===== src/rtl/image_rom_reader.sv =====
// Raster-scan fetch sequencer for a 3-cycle-latency image ROM. It buffers the returned
// pixels in a small registered FIFO and emits them on a tagged valid/ready stream.
module image_rom_reader #(
  parameter int IMG_W      = 32,
  parameter int IMG_H      = 32,
  parameter int ADDR_W     = 10,
  parameter int PIX_W      = 24,
  parameter int FIFO_DEPTH = 4
) (
  input  logic                       clk,
  input  logic                       rst_n,
  input  logic                       start,
  output logic                       busy,
  output logic                       done,
  output logic                       rom_en,
  output logic [ADDR_W-1:0]          rom_addr,
  input  logic [PIX_W-1:0]           rom_data,
  output logic                       pix_valid,
  input  logic                       pix_ready,
  output logic [PIX_W-1:0]           pix_data,
  output logic [$clog2(IMG_W)-1:0]   pix_x,
  output logic [$clog2(IMG_H)-1:0]   pix_y,
  output logic                       pix_sof,
  output logic                       pix_eol,
  output logic                       pix_eof,
  output logic [1:0]                 fsm_state
);

  localparam int XW = $clog2(IMG_W);
  localparam int YW = $clog2(IMG_H);
  localparam int PW = $clog2(FIFO_DEPTH);
  localparam int CW = $clog2(FIFO_DEPTH + 1);
  localparam logic [ADDR_W-1:0] LAST_ADDR = ADDR_W'(IMG_W * IMG_H - 1);

  typedef enum logic [1:0] {IDLE, RUN, DRAIN, DONE} state_t;

  typedef struct packed {
    logic [PIX_W-1:0] data;
    logic [XW-1:0]    x;
    logic [YW-1:0]    y;
  } entry_t;

  state_t            state;
  logic [ADDR_W-1:0] addr;
  logic [ADDR_W-1:0] addr_d1;
  logic [XW-1:0]     x_cnt;
  logic [YW-1:0]     y_cnt;
  logic [2:0]        tv;
  logic [XW-1:0]     tx [3];
  logic [YW-1:0]     ty [3];
  entry_t            mem [FIFO_DEPTH];
  entry_t            head;
  logic [PW-1:0]     rd_ptr;
  logic [PW-1:0]     wr_ptr;
  logic [CW-1:0]     fifo_cnt;
  logic [1:0]        inflight;
  logic              issue;
  logic              push;
  logic              pop;

  function automatic logic [PW-1:0] ptr_next(input logic [PW-1:0] p);
    return (p == PW'(FIFO_DEPTH - 1)) ? '0 : p + 1'b1;
  endfunction

  // Stream handshake: a pixel transfers on every posedge where pix_valid && pix_ready;
  // once pix_valid is high, it and all pix_* fields hold until that transfer happens.
  assign pop       = pix_valid & pix_ready;
  assign push      = tv[2];
  assign inflight  = 2'(tv[0]) + 2'(tv[1]) + 2'(tv[2]);
  // Credit check counts in-flight reads so the FIFO can always absorb what returns.
  assign issue     = (state == RUN) &&
                     (8'(inflight) + 8'(fifo_cnt) < 8'(FIFO_DEPTH) + 8'(pop));
  assign rom_en    = issue;
  assign fsm_state = state;

  assign head      = mem[rd_ptr];
  assign pix_valid = (fifo_cnt != '0);
  assign pix_data  = head.data;
  assign pix_x     = head.x;
  assign pix_y     = head.y;
  assign pix_sof   = pix_valid && (head.x == '0) && (head.y == '0);
  assign pix_eol   = pix_valid && (head.x == XW'(IMG_W - 1));
  assign pix_eof   = pix_eol && (head.y == YW'(IMG_H - 1));

  always_ff @(posedge clk or negedge rst_n) begin
    if (!rst_n) begin
      state <= IDLE;
      busy  <= 1'b0;
      done  <= 1'b0;
    end else begin
      case (state)
        IDLE:
          if (start) begin
            state <= RUN;
            busy  <= 1'b1;
          end
        RUN:
          if (issue && addr == LAST_ADDR) state <= DRAIN;
        DRAIN:
          // The eof pixel is the last one, so its pop empties an idle pipeline.
          if (pop && fifo_cnt == CW'(1) && inflight == 2'd0) begin
            state <= DONE;
            busy  <= 1'b0;
            done  <= 1'b1;
          end
        DONE: begin
          state <= IDLE;
          done  <= 1'b0;
        end
        default: state <= IDLE;
      endcase
    end
  end

  always_ff @(posedge clk or negedge rst_n) begin
    if (!rst_n) begin
      addr  <= '0;
      x_cnt <= '0;
      y_cnt <= '0;
    end else if (state == IDLE && start) begin
      addr  <= '0;
      x_cnt <= '0;
      y_cnt <= '0;
    end else if (issue) begin
      addr <= addr + 1'b1;
      if (x_cnt == XW'(IMG_W - 1)) begin
        x_cnt <= '0;
        y_cnt <= y_cnt + 1'b1;
      end else begin
        x_cnt <= x_cnt + 1'b1;
      end
    end
  end

  // ROM takes addr two cycles after en; tags ride three stages to meet the data.
  always_ff @(posedge clk or negedge rst_n) begin
    if (!rst_n) begin
      tv       <= '0;
      addr_d1  <= '0;
      rom_addr <= '0;
      for (int i = 0; i < 3; i++) begin
        tx[i] <= '0;
        ty[i] <= '0;
      end
    end else begin
      tv    <= {tv[1:0], issue};
      tx[0] <= x_cnt;
      ty[0] <= y_cnt;
      tx[1] <= tx[0];
      ty[1] <= ty[0];
      tx[2] <= tx[1];
      ty[2] <= ty[1];
      if (issue) addr_d1 <= addr;
      if (tv[0]) rom_addr <= addr_d1;
    end
  end

  always_ff @(posedge clk or negedge rst_n) begin
    if (!rst_n) begin
      rd_ptr   <= '0;
      wr_ptr   <= '0;
      fifo_cnt <= '0;
      for (int i = 0; i < FIFO_DEPTH; i++) mem[i] <= '0;
    end else begin
      if (push) begin
        mem[wr_ptr] <= '{data: rom_data, x: tx[2], y: ty[2]};
        wr_ptr      <= ptr_next(wr_ptr);
      end
      if (pop) rd_ptr <= ptr_next(rd_ptr);
      case ({push, pop})
        2'b10:   fifo_cnt <= fifo_cnt + 1'b1;
        2'b01:   fifo_cnt <= fifo_cnt - 1'b1;
        default: fifo_cnt <= fifo_cnt;
      endcase
    end
  end

endmodule


===== config.mk =====
export PLATFORM = sky130hd
export DESIGN_NAME = image_rom_reader
export DESIGN_NICKNAME = d
export VERILOG_FILES = /design/src/rtl/image_rom_reader.sv
export SDC_FILE = /design/constraint.sdc
export NUM_CORES = 1
export LEC_CHECK = 0
export ABC_AREA = 1
export CAP_MARGIN = 5
export CORE_MARGIN = 10
export CORE_UTILIZATION = 50
export DETAILED_ROUTE_END_ITERATION = 7
export HOLD_SLACK_MARGIN = 0.08
export PLACE_DENSITY = 0.77
export SKIP_CTS_REPAIR_TIMING = 1
export SLEW_MARGIN = 20
export SYNTH_ARGS = -nofsm -noshare
export SYNTH_HDL_FRONTEND = slang
export SYNTH_SLANG_ARGS = --single-unit

===== constraint.sdc =====
create_clock -name clk -period 2.9 [get_ports clk]
set_clock_uncertainty 0.05 [all_clocks]
set_input_delay 0.435 -clock clk [delete_from_list [all_inputs] [get_ports clk]]
set_output_delay 0.435 -clock clk [all_outputs]
set_load 0.005 [all_outputs]

==> results.sh <==
export IMPL_status="complete, but fails checks"
export IMPL_violations="negative setup slack"
export IMPL_gr_total_overflow=0
export IMPL_power_w=0.0124
export IMPL_antenna_found_initial=0
export IMPL_synth_distinct_cells=34
export IMPL_seq_area_frac_synth_pct=57.7
export IMPL_wl_per_cell_um=15.3
export IMPL_finalSetupTns_ns=-0.275
export IMPL_numClockSinks=220
export IMPL_cp_end_kind="output pin"
export IMPL_postSynthNetCount=1097
export IMPL_stdcell_count=1368
export IMPL_hold_viol=0
export IMPL_worst_slew_pin_transition_ns=0.607
export IMPL_grt_max_degree=74
export IMPL_arrival_ns=2.69
export IMPL_period_needed_ns=3.17
export IMPL_dp_cells=1323
export IMPL_fin_ws_ns=-0.275
export IMPL_crit_path_start_kind="flop"
export IMPL_hold_class="reg -> reg"
export IMPL_final_nets=1169
export IMPL_ys_seq_elements=220
export IMPL_worstPathRequired_ns=2.41
export IMPL_synthToLayoutAreaGrowth_pct=19.8
export IMPL_via_count=7239
export IMPL_io_buffers=80
export IMPL_worstPathMaxFanout=2
export IMPL_core_um2=18800
export IMPL_vdd_drop_max_v=0.000552
export IMPL_slew_limit_headroom_pct=59.4
export IMPL_cts_root_buf="clkbuf_16"
export IMPL_cts_buffers_inserted=23
export IMPL_first_iter_violations=414
export IMPL_postLayoutCellArea_um2=11400
export IMPL_dp_hpwl_um=12900
export IMPL_drv_slew=0
export IMPL_cap_violations=0
export IMPL_tritoncts="done"
export IMPL_die_h_um=158
export IMPL_layout_drive_gt1_share_pct=9.52
export IMPL_clk_path_buf_depth=3
export IMPL_start_util_pct=50.9
export IMPL_rsz0062_at_grt="true"
export IMPL_routed_wl_um=20900
export IMPL_grt_pass1_vias=7009
export IMPL_yosys_warnings=0
export IMPL_grt_pass1_wl_um=34800
export IMPL_drtAntennaViolNets=0
export IMPL_reg2reg_slack_ns=0.11
export IMPL_diodes=0
export IMPL_drc_errors=0
export IMPL_drt_first_pass_iters=6
export IMPL_setup_viol_count_final=1
export IMPL_dieArea_um2=25000
export IMPL_syn_inst=1047
export IMPL_placed_cell_area_um2=10600
export IMPL_via_per_inst=5.29
export IMPL_regArea_um2=5510
export IMPL_cts_clk_slew_worst_paths_ns=0.06
export IMPL_dieWidth_um=158
export IMPL_rows=50
export IMPL_cts_htree_levels=1
export IMPL_multi_input_area_um2=3440
export IMPL_netlist_area_um2=9550
export IMPL_p_leak_nw=5.42
export IMPL_fin_crit_sh_pct=109
export IMPL_gp_congestion=0.787
export IMPL_fillers=1570
export IMPL_io_pin_count=81
export IMPL_powerDensity_nw_per_um2=1080
export IMPL_critPathKind="reg -> out"
export IMPL_max_freq_mhz=315
export IMPL_synth_avg_cell_area_um2=9.12
export IMPL_track_usage_pct=16.7
export IMPL_clkLatencyLatePin_ns=0.49
export IMPL_dpl_worst_slack_ns=-0.194
-- critical path: stages (launching register included) --
cell and delay (ns):
dfrtp_1 0.41, fa_1 0.57, ha_2 0.19, inv_2 0.04
fa_1 0.47, inv_1 0.06, nor2_2 0.10, nand3_2 0.07
nand2_2 0.07, nand2_2 0.06, inv_2 0.07, clkbuf_2 0.11
-- sequential cells by signal (all words and copies together) (netlist names) --
| signal | flops |
|---|---|
| tx | 15 |
| addr | 10 |
| wr_ptr | 2 |
| x_cnt | 5 |
| busy | 1 |
| fifo_cnt | 3 |
| rd_ptr | 2 |
| fsm_state | 2 |
| addr_d1 | 10 |
| ty | 15 |
| done | 1 |
| y_cnt | 5 |
| rom_addr | 10 |
| tv | 3 |
| mem | 136 |
-- metrics by stage --
step	hold slack [ns]	util, %
floorplan	0.0894	-
global placement	0.282	56.3
detailed placement	0.285	56.3
CTS	-0.0924	60.3
global route	0.307	60.9
finish	0.294	60.9
-- kinds of logic after synthesis --
| group | Yosys count | share of synthesized area, % |
|---|---|---|
| adders and majority gates | 22 | 3.04 |
| and+or+nand+nor | 402 | 17.6 |
| DFF | 220 | 57.7 |
| AOI/OAI and AO/OA | 244 | 13.5 |
| buffers and inverters | 143 | 6.55 |
| muxes | 8 | 0.944 |
| xor gates and xnor gates | 8 | 0.734 |
-- synthesized netlist by cell type, drive strengths merged --
cell type	n	area (um^2)
a21oi	4	23.8
a2bb2oi	1	8.76
a31o	1	8.76
buf	35	220
clkbuf	23	86.3
dfrtp	220	5510
fa	2	40.0
ha	20	250
inv	85	319
mux2	8	90.1
nand2	262	996
nand3	36	190
nand3b	1	7.51
nand4	10	62.6
nor2	87	373
nor3	4	35.0
nor3b	2	15.0
o21ai	214	1090
o22ai	24	150
xnor2	3	26.3
xor2	5	43.8
-- routing by layer --
| layer | GRT usage, % | vias up | share of wire (%) |
|---|---|---|---|
| met4 | 3.75 | 0 | 1.6 |
| met3 | 3.28 | 27 | 5.6 |
| li1 | - | 3540 | - |
| met5 | 0 | - | 0 |
| met1 | 21.2 | 3507 | 43 |
| met2 | 28.6 | 165 | 50 |
-- cell type report --
cell class                 instances  area share (%)
sequential                       220            48.2
multi-input combinational        684            30.1
timing repair buffer             105            9.74
clock buffer                      33            5.80
inverter                          85            2.86
tap                              234            2.56
clock inverter                     7           0.766
-- power by group --
| part | switching (W) | internal, W | total [W] |
|---|---|---|---|
| clock | 0.00114 | 0.00176 | 0.00290 |
| sequential | 0.000615 | 0.00413 | 0.00475 |
| combinational | 0.00254 | 0.00220 | 0.00474 |
-- final timing paths --
check | cells past startpoint | end | start
max | 11 | rom_en | tv[2]$_DFF_PN0_
min | 0 | ty[6]$_DFF_PN0_ | ty[11]$_DFF_PN0_
max reg2reg | 14 | y_cnt[4]$_DFFE_PN0P_ | tv[2]$_DFF_PN0_
min reg2reg | 0 | ty[6]$_DFF_PN0_ | ty[11]$_DFF_PN0_
max in group asynchronous | 3 | tx[10]$_DFF_PN0_ | rst_n
min in group asynchronous | 2 | mem[116]$_DFFE_PN0P_ | rst_n
-- cells in the final DEF (no fill, tap or decap), types with 7 or more instances in the layout --
master,count
o21ai_1,9
nand2_2,8
nor2_1,80
inv_1,79
clkdlybuf4s50_1,78
ha_1,19
o22ai_1,24
clkbuf_16,24
buf_12,7
buf_4,13
dfrtp_1,218
nand4_1,10
nand2_1,253
mux2_2,8
nand3_1,34
o21ai_0,199
No activity file was read; power rests on OpenSTA's default activity.
==> variant, RTL diff (config.mk and constraints unchanged) <==
The parameter `IMG_W` goes from 32 to 16.
--- a/src/rtl/image_rom_reader.sv
+++ b/src/rtl/image_rom_reader.sv
@@ -1,7 +1,7 @@
 // Raster-scan fetch sequencer for a 3-cycle-latency image ROM. It buffers the returned
 // pixels in a small registered FIFO and emits them on a tagged valid/ready stream.
 module image_rom_reader #(
-  parameter int IMG_W      = 32,
+  parameter int IMG_W      = 16,
   parameter int IMG_H      = 32,
   parameter int ADDR_W     = 10,
   parameter int PIX_W      = 24,
Interface: changed (resized pix_x); port bits go from 81 to 80. No check against the original RTL was run, so the function may have changed too.
==> variant against the unedited design <==
- synthesized area shrank 3.7%
- sequential cell count shrank 8
- maximum frequency is essentially flat
- synthesized cell count shrank 3.9%
- power grew 4.3%
- the run still ends with setup timing left
- critical endpoint unchanged
- count of clock-buffer cells in the layout shrank 2
- setup slack lost 0.0027 ns
- routed wire length grew 2.7%
- final area shrank 2.0%
- register-to-register slack lost 0.05 ns
==> variant: results (changes against the unedited design) <==
Critical Path AT 2.69 ns (about the same); reg-to-reg setup timing slack 0.06 ns (-0.05 ns); Worst setup startpoint tv[2]$_DFF_PN0_; failing checks setup timing; CTS max path bufs 3 (unchanged); Leak 0.00537 uW (-0.99%); Skew-Pair Late Insertion Delay 0.49 ns (about the same); Post-synth top cells nand2_1 (234), dfrtp_1 (212), o21ai_0 (196), inv_1 (79), nor2_1 (78); Port Buf Inserts 79 (-1.3%); max incr delay on CP 0.57 ns (about the same); DR pass1 iterations 5 (-1); gpl congestion 0.797 (+1.2%); number of flops mapped to enable cells by yosys 0 (unchanged); Root Driver clkbuf_16; Sw Share 35.3% (+0.65 points); n_diodes 0 (unchanged); first-pass GRT wire length 35500 um (+2.1%); Final Setup Violations 1 (unchanged); sequential fraction of the synthesis area 57.7% (about the same); biggest fanout along the worst timing path 2 (unchanged); outcome complete, but fails checks; Synth cell types 37 (+8.8%); total number of vias 7096 (-2.0%); antenna violations before repair 0 (unchanged); largest net degree at the start of global routing 93 (+26%); peak supply drop 0.806 mV (+46%); Initial DRC Count 521 (+26%); vias in the first global route 7309 (+4.3%); H-tree Lvls 1 (unchanged); largest registers mem x132, ty x15, tx x12; Final WS setup -0.278 ns (-0.00272 ns); slowest CP cell fa_1; min-delay worst type reg2reg; total CTS buffers 22 (-4.3%); Post-synth top flop dfrtp_1; FF-to-FF path depth 14 (unchanged); clk slew on worst S/H paths 0.06 ns (about the same); layout cells sized above 1 10.7% (+1.1 points); CP endpoint rom_en; fin nets 1139 (-2.6%); fillers 1437 (-8.5%); top cells by area, synth dfrtp_1 (58%), o21ai_0 (11%), nand2_1 (9.6%); DPL Wire Length 13000 um (+0.52%); fraction of registers with async set/reset 100% (unchanged); Worst slew margin 50.9% (-8.5 points); synth warn 0 (unchanged); Routed WL 21500 um (+2.7%); GRT Util Overall 17.2% (+0.55 points); DIE AREA 24200 um2 (-3.2%); reg-to-reg endpoint y_cnt[0]$_DFFE_PN0P_
==> variant: changes by cell type after synthesis, sizes merged, moves of 2 or more <==
cell	delta
nand4	-4
nor3	-2
inv	-2
nand3	-3
or2	+3
nor2	-7
buf	-7
a21oi	+6
nand2	-22
o21ai	+2
clkbuf	+4
dfrtp	-8
==> variant: stage by stage <==
step	worst slack (ns)	setup TNS, ns	std cells	area [um2]	hold slack [ns]
finish	-0.278	-0.278	1335	11200	0.290
floorplan	0.180	0	1006	9190	0.0894
CTS	-0.709	-1.74	1324	11000	-0.0266
global route	-0.411	-0.964	1335	11200	0.304
global placement	-0.150	-0.150	1284	10200	0.282
detailed placement	-0.170	-0.170	1284	10200	0.285
==> variant: critical path: cells and delay by family (launching register included) <==
| kind | cells | cell delay (ns) |
|---|---|---|
| adders and majority gates | 3 | 1.23 |
| DFF | 1 | 0.40 |
| and+or+nand+nor | 4 | 0.35 |
| buffers and inverters | 4 | 0.22 |
==> variant: logic make-up after synthesis <==
kind of cell / after synthesis / synth area share (%)
multiplexers: 8 / 0.980
XOR/XNOR: 8 / 0.844
adder cells (fa/ha/maj): 21 / 3.02
AND/OR/NAND/NOR: 366 / 16.7
buffers and inverters: 138 / 6.41
flip-flops: 212 / 57.7
AO/OA/AOI/OAI: 253 / 14.4
==> variant: metal layers <==
layer | GRT usage (%) | wire length, um | part of all wire [%]
met3 | 3.92 | 1430 | 6.7
met4 | 4.28 | 295 | 1.4
met1 | 21.5 | 9170 | 43
met2 | 29.6 | 10600 | 49
met5 | 0 | 0 | 0
==> variant: worst min path at each step <==
| stage | to | depth (start not counted) | start |
|---|---|---|---|
| after floorplan | addr[0]$_DFFE_PN0P_ | 0 | rst_n |
| after global placement | ty[4]$_DFF_PN0_ | 0 | ty[9]$_DFF_PN0_ |
| after detailed placement | tx[5]$_DFF_PN0_ | 0 | tx[9]$_DFF_PN0_ |
| after CTS | mem[10]$_DFFE_PN0P_ | 1 | rst_n |
| after global routing | ty[2]$_DFF_PN0_ | 0 | ty[7]$_DFF_PN0_ |
| final | ty[2]$_DFF_PN0_ | 0 | ty[7]$_DFF_PN0_ |
==> variant: layout make-up <==
cell class                      count  share of cell area [%]
Tap cell                          229                    2.56
Multi-Input combinational cell    656                    29.7
Inverter                           83                    2.96
Timing Repair inverter              1                  0.0782
Clock inverter                      9                    1.09
Timing Repair Buffer              114                    10.4
Clock buffer                       31                    5.85
Sequential cell                   212                    47.4
==> variant: power by group through the flow <==
stage,Clock (uW),Sequential (uW),Combinational (uW)
3_3_place_gp,0,4790,4680
6_report,2980,4840,5090
4_1_cts,3030,4810,4880
3_5_place_dp,0,4830,4830
2_1_floorplan,0,4660,2950
5_1_grt,3150,4990,5740
